===== config.mk =====
export PLATFORM = sky130hd
export DESIGN_NAME = spi_sfr_bank
export DESIGN_NICKNAME = d
export VERILOG_FILES = /design/src/rtl/spi_sfr_pkg.sv /design/src/rtl/spi_sfr_fifo.sv /design/src/rtl/spi_sfr_bank.sv
export SDC_FILE = /design/constraint.sdc
export NUM_CORES = 1
export LEC_CHECK = 0
export ABC_CLOCK_PERIOD_IN_PS = 2150
export BUFFER_PORTS_ARGS = -buffer_cell sky130_fd_sc_hd__buf_2
export CORE_MARGIN = 2
export CORE_UTILIZATION = 53
export CTS_CLUSTER_DIAMETER = 40
export DETAILED_ROUTE_END_ITERATION = 10
export GPL_TIMING_DRIVEN = 0
export HOLD_SLACK_MARGIN = 0.12
export PLACE_DENSITY = 0.76
export SETUP_SLACK_MARGIN = 0.2
export SLEW_MARGIN = 20
export SYNTH_ARGS = -nofsm -noshare
export SYNTH_HDL_FRONTEND = slang
export SYNTH_SLANG_ARGS = --single-unit

===== constraint.sdc =====
create_clock -name clk -period 2.15 [get_ports clk]
set_input_delay 0.5375 -clock clk [delete_from_list [all_inputs] [get_ports clk]]
set_output_delay 0.5375 -clock clk [all_outputs]
set_load 0.005 [all_outputs]

===== src/rtl/spi_sfr_pkg.sv =====
// Shared address map, register bit positions and reset values for the SPI SFR bank.
package spi_sfr_pkg;

  typedef enum logic [2:0] {
    A_CR1  = 3'd0,
    A_CR2  = 3'd1,
    A_BR   = 3'd2,
    A_SR   = 3'd3,
    A_DR   = 3'd4,
    A_IER  = 3'd5,
    A_RSV6 = 3'd6,
    A_RSV7 = 3'd7
  } sfr_addr_e;

  localparam int CR1_SPEN  = 0;
  localparam int CR1_MSTR  = 1;
  localparam int CR1_CPOL  = 2;
  localparam int CR1_CPHA  = 3;
  localparam int CR1_LSBFE = 4;

  localparam int CR2_TXFLUSH = 0;
  localparam int CR2_RXFLUSH = 1;

  localparam int SR_TXE   = 0;
  localparam int SR_TXF   = 1;
  localparam int SR_RXNE  = 2;
  localparam int SR_RXF   = 3;
  localparam int SR_BUSY  = 4;
  localparam int SR_TXOVR = 5;
  localparam int SR_RXOVR = 6;
  localparam int SR_RXUDR = 7;

  localparam logic [7:0] CR1_RST = 8'h00;
  localparam logic [7:0] IER_RST = 8'h00;

  // Field order matches the SR bit layout, so the struct packs straight onto SR[7:0].
  typedef struct packed {
    logic rxudr;
    logic rxovr;
    logic txovr;
    logic busy;
    logic rxf;
    logic rxne;
    logic txf;
    logic txe;
  } sr_t;

endpackage


===== src/rtl/spi_sfr_fifo.sv =====
// Single-clock FIFO with wrap-bit pointers; pop on empty is ignored, push on full passes only with a same-cycle pop.
module spi_sfr_fifo #(
  parameter int DW         = 8,
  parameter int FIFO_DEPTH = 4
) (
  input  logic          clk,
  input  logic          rst,
  input  logic          push,
  input  logic          pop,
  input  logic          flush,
  input  logic [DW-1:0] din,
  output logic          full,
  output logic          empty,
  output logic [DW-1:0] head
);

  localparam int AW = $clog2(FIFO_DEPTH);

  logic [AW:0]                       r_wptr, r_rptr;
  logic [FIFO_DEPTH-1:0][DW-1:0]     r_mem;
  logic                              w_do_push, w_do_pop;

  assign full  = (r_wptr[AW] != r_rptr[AW]) && (r_wptr[AW-1:0] == r_rptr[AW-1:0]);
  assign empty = (r_wptr == r_rptr);
  assign head  = r_mem[r_rptr[AW-1:0]];

  assign w_do_pop  = pop & ~empty;
  assign w_do_push = push & (~full | w_do_pop);

  // Flush overrides everything in the same cycle, including a pending push.
  always_ff @(posedge clk or negedge rst) begin
    if (!rst) begin
      r_wptr <= '0;
      r_rptr <= '0;
      r_mem  <= '0;
    end else if (flush) begin
      r_wptr <= '0;
      r_rptr <= '0;
    end else begin
      if (w_do_push) begin
        r_mem[r_wptr[AW-1:0]] <= din;
        r_wptr                <= r_wptr + (AW+1)'(1);
      end
      if (w_do_pop) r_rptr <= r_rptr + (AW+1)'(1);
    end
  end

endmodule


===== src/rtl/spi_sfr_bank.sv =====
// SFR bank for the SPI controller: control/baud/IER registers, live status with sticky W1C errors,
// TX/RX FIFOs behind DR, registered reads and a registered level interrupt.
module spi_sfr_bank
  import spi_sfr_pkg::*;
#(
  parameter int DW         = 8,
  parameter int FIFO_DEPTH = 4
) (
  input  logic          clk,
  input  logic          rst,
  input  logic          sfr_we,
  input  logic [2:0]    sfr_waddr,
  input  logic [DW-1:0] sfr_wdata,
  input  logic          sfr_re,
  input  logic [2:0]    sfr_raddr,
  output logic [DW-1:0] sfr_rdata,
  output logic          sfr_rvalid,
  output logic          tx_valid,
  output logic [DW-1:0] tx_data,
  input  logic          tx_ready,
  input  logic          rx_valid,
  input  logic [DW-1:0] rx_data,
  input  logic          spi_busy,
  output logic          spen,
  output logic          mstr,
  output logic          cpol,
  output logic          cpha,
  output logic          lsbfe,
  output logic [DW-1:0] baud_div,
  output logic          irq
);

  logic [7:0]    r_cr1, r_ier;
  logic [DW-1:0] r_br;
  logic          r_txovr, r_rxovr, r_rxudr;
  logic [DW-1:0] r_rdata;
  logic          r_rvalid, r_irq;

  logic          w_wr_cr1, w_wr_cr2, w_wr_br, w_wr_sr, w_wr_dr, w_wr_ier, w_rd_dr;
  logic          w_tx_full, w_tx_empty, w_rx_full, w_rx_empty;
  logic [DW-1:0] w_tx_head, w_rx_head;
  logic          w_tx_pop, w_rx_pop, w_tx_flush, w_rx_flush;
  logic          w_set_txovr, w_set_rxovr, w_set_rxudr;
  logic [7:0]    w_clr;
  sr_t           w_sr;
  logic [DW-1:0] w_rd_val;

  assign w_wr_cr1 = sfr_we && (sfr_waddr == A_CR1);
  assign w_wr_cr2 = sfr_we && (sfr_waddr == A_CR2);
  assign w_wr_br  = sfr_we && (sfr_waddr == A_BR);
  assign w_wr_sr  = sfr_we && (sfr_waddr == A_SR);
  assign w_wr_dr  = sfr_we && (sfr_waddr == A_DR);
  assign w_wr_ier = sfr_we && (sfr_waddr == A_IER);
  assign w_rd_dr  = sfr_re && (sfr_raddr == A_DR);

  assign w_tx_pop   = tx_ready & ~w_tx_empty;
  assign w_rx_pop   = w_rd_dr & ~w_rx_empty;
  assign w_tx_flush = w_wr_cr2 & sfr_wdata[CR2_TXFLUSH];
  assign w_rx_flush = w_wr_cr2 & sfr_wdata[CR2_RXFLUSH];

  // A push discarded by a same-cycle flush is not an overflow.
  assign w_set_txovr = w_wr_dr  & w_tx_full & ~w_tx_pop & ~w_tx_flush;
  assign w_set_rxovr = rx_valid & w_rx_full & ~w_rx_pop & ~w_rx_flush;
  assign w_set_rxudr = w_rd_dr  & w_rx_empty;
  assign w_clr       = w_wr_sr ? sfr_wdata[7:0] : 8'h00;

  spi_sfr_fifo #(.DW(DW), .FIFO_DEPTH(FIFO_DEPTH)) u_tx_fifo (
    .clk(clk), .rst(rst), .push(w_wr_dr), .pop(w_tx_pop), .flush(w_tx_flush),
    .din(sfr_wdata), .full(w_tx_full), .empty(w_tx_empty), .head(w_tx_head)
  );

  spi_sfr_fifo #(.DW(DW), .FIFO_DEPTH(FIFO_DEPTH)) u_rx_fifo (
    .clk(clk), .rst(rst), .push(rx_valid), .pop(w_rx_pop), .flush(w_rx_flush),
    .din(rx_data), .full(w_rx_full), .empty(w_rx_empty), .head(w_rx_head)
  );

  always_comb begin
    w_sr       = '0;
    w_sr.txe   = w_tx_empty;
    w_sr.txf   = w_tx_full;
    w_sr.rxne  = ~w_rx_empty;
    w_sr.rxf   = w_rx_full;
    w_sr.busy  = spi_busy;
    w_sr.txovr = r_txovr;
    w_sr.rxovr = r_rxovr;
    w_sr.rxudr = r_rxudr;
  end

  // Reads sample pre-edge state, so a same-cycle write is seen only by later reads.
  always_comb begin
    w_rd_val = '0;
    case (sfr_raddr)
      A_CR1:   w_rd_val[7:0] = r_cr1;
      A_BR:    w_rd_val      = r_br;
      A_SR:    w_rd_val[7:0] = w_sr;
      A_DR:    if (!w_rx_empty) w_rd_val = w_rx_head;
      A_IER:   w_rd_val[7:0] = r_ier;
      default: w_rd_val      = '0;
    endcase
  end

  always_ff @(posedge clk or negedge rst) begin
    if (!rst) begin
      r_cr1    <= CR1_RST;
      r_ier    <= IER_RST;
      r_br     <= '0;
      r_txovr  <= 1'b0;
      r_rxovr  <= 1'b0;
      r_rxudr  <= 1'b0;
      r_rdata  <= '0;
      r_rvalid <= 1'b0;
      r_irq    <= 1'b0;
    end else begin
      if (w_wr_cr1) r_cr1 <= sfr_wdata[7:0];
      if (w_wr_br)  r_br  <= sfr_wdata;
      if (w_wr_ier) r_ier <= sfr_wdata[7:0];
      // Hardware set beats a same-cycle W1C.
      r_txovr  <= w_set_txovr | (r_txovr & ~w_clr[SR_TXOVR]);
      r_rxovr  <= w_set_rxovr | (r_rxovr & ~w_clr[SR_RXOVR]);
      r_rxudr  <= w_set_rxudr | (r_rxudr & ~w_clr[SR_RXUDR]);
      r_rvalid <= sfr_re;
      if (sfr_re) r_rdata <= w_rd_val;
      r_irq    <= |(w_sr & r_ier);
    end
  end

  assign sfr_rdata  = r_rdata;
  assign sfr_rvalid = r_rvalid;
  assign tx_valid   = ~w_tx_empty;
  assign tx_data    = w_tx_head;
  assign spen       = r_cr1[CR1_SPEN];
  assign mstr       = r_cr1[CR1_MSTR];
  assign cpol       = r_cr1[CR1_CPOL];
  assign cpha       = r_cr1[CR1_CPHA];
  assign lsbfe      = r_cr1[CR1_LSBFE];
  assign baud_div   = r_br;
  assign irq        = r_irq;

endmodule


==> results.env <==
HOLD_WS_PS=229.2
SYN-INSTANCE-COUNT=404
GP_CONGESTION=0.8075
MAX-SLEW-MARGIN-REL_PCT=26.42
FLOORPLAN.INITIALDENSITY_PCT=53.92
N_FILL_CELL=653
INTERNAL_POWER_SUMMED_OVER_ALL_CELLS_mW=7.083
AREA.GROWTH.SYNTH_TO_FINAL_PCT=31.90
CLK_PIN_SLEW_WORST_PATHS_PS=60
CLKPWRFRAC_PCT=22.8
DRCVIOLATIONCOUNT=0
POSTSYNTHNETCOUNT=443
VIOLATIONS='setup timing'
DRT_PASS1_ITERATIONS=5
DRV_SLEW=0
P_COMB_SHARE_PCT=41.8
ROUTE.VIAS.TOTAL=3893
DETAIL_ROUTE.ITER0.VIOLATIONS=252
GRT.TOTAL_USAGE_PCT=24.05
SYNTHARSTFLOPSHARE_PCT=100.0
POSTLAYOUTCELLAREA_UM2=7243
TRITONCTS='built'
ROUTE.DETAILED.VIAS_PER_INST=5.944
CTS_INSERTED_BUFFERS=17
P_PER_AREA_nW_PER_UM2=1436
YOSYS_MOST_USED_DFF='sky130_fd_sc_hd__dfrtp_1'
MAXIMUM_NUMBER_OF_PINS_ON_ONE_NET_BEFORE_GLOBAL_ROUTE_REPAIR=70
FINALHOLDVIOLCOUNT=0
WL_UM=13640
REQUIRED_PS=1610
STARTPOINT_TYPE='flip-flop'
SETUP_TOTAL_NEGATIVE_SLACK_PS=-1131
CTS.PATH.MAX_BUFFERS=2
DETAIL_ROUTE.WL_PER_CELL_UM=20.82
GRT_PASS1_VIAS=3854
YS_SEQ_ELEMENTS=113
PLACE.PORT_BUFFERS=58
PRECTSSETUPSLACK_PS=-375.4
FINAL.PERIOD_UTILIZATION_PCT=106.8
SETUP_VIOL=9
MAX_SLEW.WORST_PIN.SLEW_PS=1101
MOSTFREQUENTLAYOUTCELL='sky130_fd_sc_hd__dfrtp_1'
POSTROUTEANTENNANETS=0
FINALWORSTPATHREQUIREDPERIOD_PS=2297
YS.WARNINGS.COUNT=0
LAYOUT_SETUP_WS_PS=-146.9
SEQ_POWER_SHARE_PCT=35.4
DIE_WIDTH_UM=105.8
SYNTH_SEQ_AREA_SHARE_PCT=51.49
NUM_ROWS=37
MAX_FREQ_MHz=435.4
SKEW_PS=10.91
CLOCK_INSERTION_DELAY_WORST_SKEW_PS=530
FINALNETCOUNT=549
SYN_AVG_CELL_AREA_UM2=13.59
WIRE_LENGTH_OF_THE_FIRST_GLOBAL_ROUTING_PASS_UM=20290
CLOCK_SINK_COUNT=113
LAYOUT.CELLS.MOST_COMMON_LIST='sky130_fd_sc_hd__dfrtp_1, sky130_fd_sc_hd__mux2_4, sky130_fd_sc_hd__buf_2'
MAX_CAP_VIOL_COUNT=0
P_SW_mW=3.320
FINAL_LAYOUT_SIZE_SUFFIX_GT1_SHARE_PCT=49.71
DETAILED_PLACE_HPWL_UM=8370
PEAKVDDDROP_mV=0.8249
POWER.LEAKAGE_nW=3.325
DIE_HEIGHT_UM=105.8
YOSYSUNIQUECELLTYPES=47
TIMING.CRITICAL_PATH.ARRIVAL_PS=1760
ENDPOINT_KIND='primary output'
SWITCHING_SHARE_PCT=31.91
CTS_HTREE_LEVELS=4
ANTENNA_FOUND_INITIAL=0
HOLD_PATH_CLASS='input port to flip-flop'
CRITICAL_PATH.MAX_FANOUT=5
DIODES=0
SYNTH_AREA_UM2=5492
NUM_IO_PINS=61
RUN_STATUS='finished with violations'
CORE_UM2=10180
PLACEMENT_STAGE_CELL_AREA_UM2=6060
WORSTSETUPPATHTYPE='flip-flop to primary output'
POSTLAYOUTCOREUTIL_PCT=71.12
CTSROOTBUFFERMASTER='sky130_fd_sc_hd__clkbuf_8'
DIE_AREA_UM2=11190
GR-TOTAL-OVERFLOW=0
GRT_SETUP_UNREPAIRED='yes'
SYNTH_ENABLE_FLOP_CELLS=0
==> state kept, by name, indices dropped and copies added, names as in the netlist, 3 cells and up <==
signal / flops
u_tx_fifo.r_wptr: 3
baud_div: 8
u_rx_fifo.r_rptr: 3
r_ier: 8
r_cr1: 8
sfr_rdata: 8
u_tx_fifo.r_mem: 32
u_rx_fifo.r_mem: 32
u_rx_fifo.r_wptr: 3
u_tx_fifo.r_rptr: 3
==> power by group through the flow <==
stage                     Combinational (mW)  Clock, mW  Sequential, mW
after floorplan                         2.32          0            3.42
after global placement                  2.99          0            3.51
after detailed placement                3.11          0            3.59
after CTS                               3.38       2.39            3.58
after global routing                    4.67       2.48            3.79
final                                   4.35       2.37            3.69
==> synth_stat cells, types with 2 or more instances <==
cell	n	share of area (%)
sky130_fd_sc_hd__nand2_1	23	1.6
sky130_fd_sc_hd__a32oi_1	4	0.64
sky130_fd_sc_hd__o21ai_0	9	0.82
sky130_fd_sc_hd__nor4bb_1	2	0.36
sky130_fd_sc_hd__o221ai_1	4	0.64
sky130_fd_sc_hd__and3_1	3	0.34
sky130_fd_sc_hd__xnor2_1	4	0.64
sky130_fd_sc_hd__mux2_2	89	18
sky130_fd_sc_hd__a22oi_1	3	0.41
sky130_fd_sc_hd__inv_1	15	1.0
sky130_fd_sc_hd__a31oi_1	2	0.23
sky130_fd_sc_hd__dfrtp_1	113	51
sky130_fd_sc_hd__nand4b_1	2	0.32
sky130_fd_sc_hd__ha_1	10	2.3
sky130_fd_sc_hd__and2_1	3	0.34
sky130_fd_sc_hd__a221oi_1	4	0.64
sky130_fd_sc_hd__mux4_2	16	6.6
sky130_fd_sc_hd__a21oi_1	12	1.1
sky130_fd_sc_hd__nand3_1	10	0.91
sky130_fd_sc_hd__a22o_1	2	0.32
sky130_fd_sc_hd__or3b_2	5	0.80
sky130_fd_sc_hd__nor2_1	5	0.34
sky130_fd_sc_hd__a2111oi_4	4	2.0
sky130_fd_sc_hd__buf_4	3	0.41
sky130_fd_sc_hd__o31ai_1	3	0.41
sky130_fd_sc_hd__nor3b_1	3	0.41
sky130_fd_sc_hd__xor2_1	6	0.96
sky130_fd_sc_hd__clkbuf_1	9	0.62
sky130_fd_sc_hd__nor3_1	5	0.46
sky130_fd_sc_hd__mux2i_1	9	1.6
sky130_fd_sc_hd__nand3b_1	2	0.27
sky130_fd_sc_hd__buf_2	5	0.46
==> metal layers <==
layer  vias up  global-route usage (%)  part of all wire (%)
li1       1715                       -                     -
met1      2027                   31.24                    42
met2       129                   38.71                    50
met3        22                   6.741                   5.6
met4         0                   8.929                   2.2
met5         -                       0                     0
==> what timing repair did <==
action	CTS	global route
pin swaps	7	2
resized for setup	24	78
endpoints found under the setup margin	74	75
cloned	0	2
setup buffers	9	16
hold buffers	1	0
hold endpoints to repair	44	0
==> area by class of cell <==
| class | instances | area (µm²) | share of cell area [%] |
|---|---|---|---|
| well taps | 136 | 170.2 | 2.349 |
| repair buffers | 86 | 568.0 | 7.842 |
| multi-input cells | 258 | 2959 | 40.85 |
| clock buffers | 21 | 449.2 | 6.201 |
| inverters | 16 | 60.06 | 0.8292 |
| plain buffers | 18 | 163.9 | 2.263 |
| clock inverters | 7 | 40.04 | 0.5528 |
| flip-flops and latches | 113 | 2833 | 39.11 |
==> final timing paths <==
path	start	slack [ps]	endpoint	cells past startpoint
max reg2reg	u_rx_fifo.r_rptr[0]	170	u_rx_fifo.r_mem[21]	6
min reg2reg	u_tx_fifo.r_mem[30]	500	u_tx_fifo.r_mem[30]	1
min in group asynchronous	rst	510	u_tx_fifo.r_mem[8]	2
min	sfr_re	230	sfr_rvalid	1
max	u_tx_fifo.r_rptr[0]	-150	tx_data[4]	3
max in group asynchronous	rst	920	u_rx_fifo.r_wptr[0]	3
==> cell families after synthesis <==
kind of cell | after synthesis | share of synthesized area (%)
adders and majority gates | 10 | 2.278
muxes | 114 | 26.45
buffers and inverters | 34 | 2.643
AOI/OAI and AO/OA | 54 | 8.385
xor gates and xnor gates | 10 | 1.595
and+or+nand+nor | 69 | 7.154
DFF | 113 | 51.49
==> worst max-delay path: stages, from the launching register on <==
cell and delay [ps]:
sky130_fd_sc_hd__dfrtp_2 420, sky130_fd_sc_hd__clkbuf_16 180, sky130_fd_sc_hd__mux4_2 490, sky130_fd_sc_hd__buf_2 140
==> metrics by stage <==
| step | std cells | total power, mW |
|---|---|---|
| 3_5_place_dp | 599 | 6.706 |
| 4_1_cts | 637 | 9.346 |
| 3_3_place_gp | 598 | 6.503 |
| 2_1_floorplan | 404 | 5.736 |
| 5_1_grt | 655 | 10.93 |
| 6_report | 655 | 10.40 |
No activity file was read; power rests on OpenSTA's default activity.
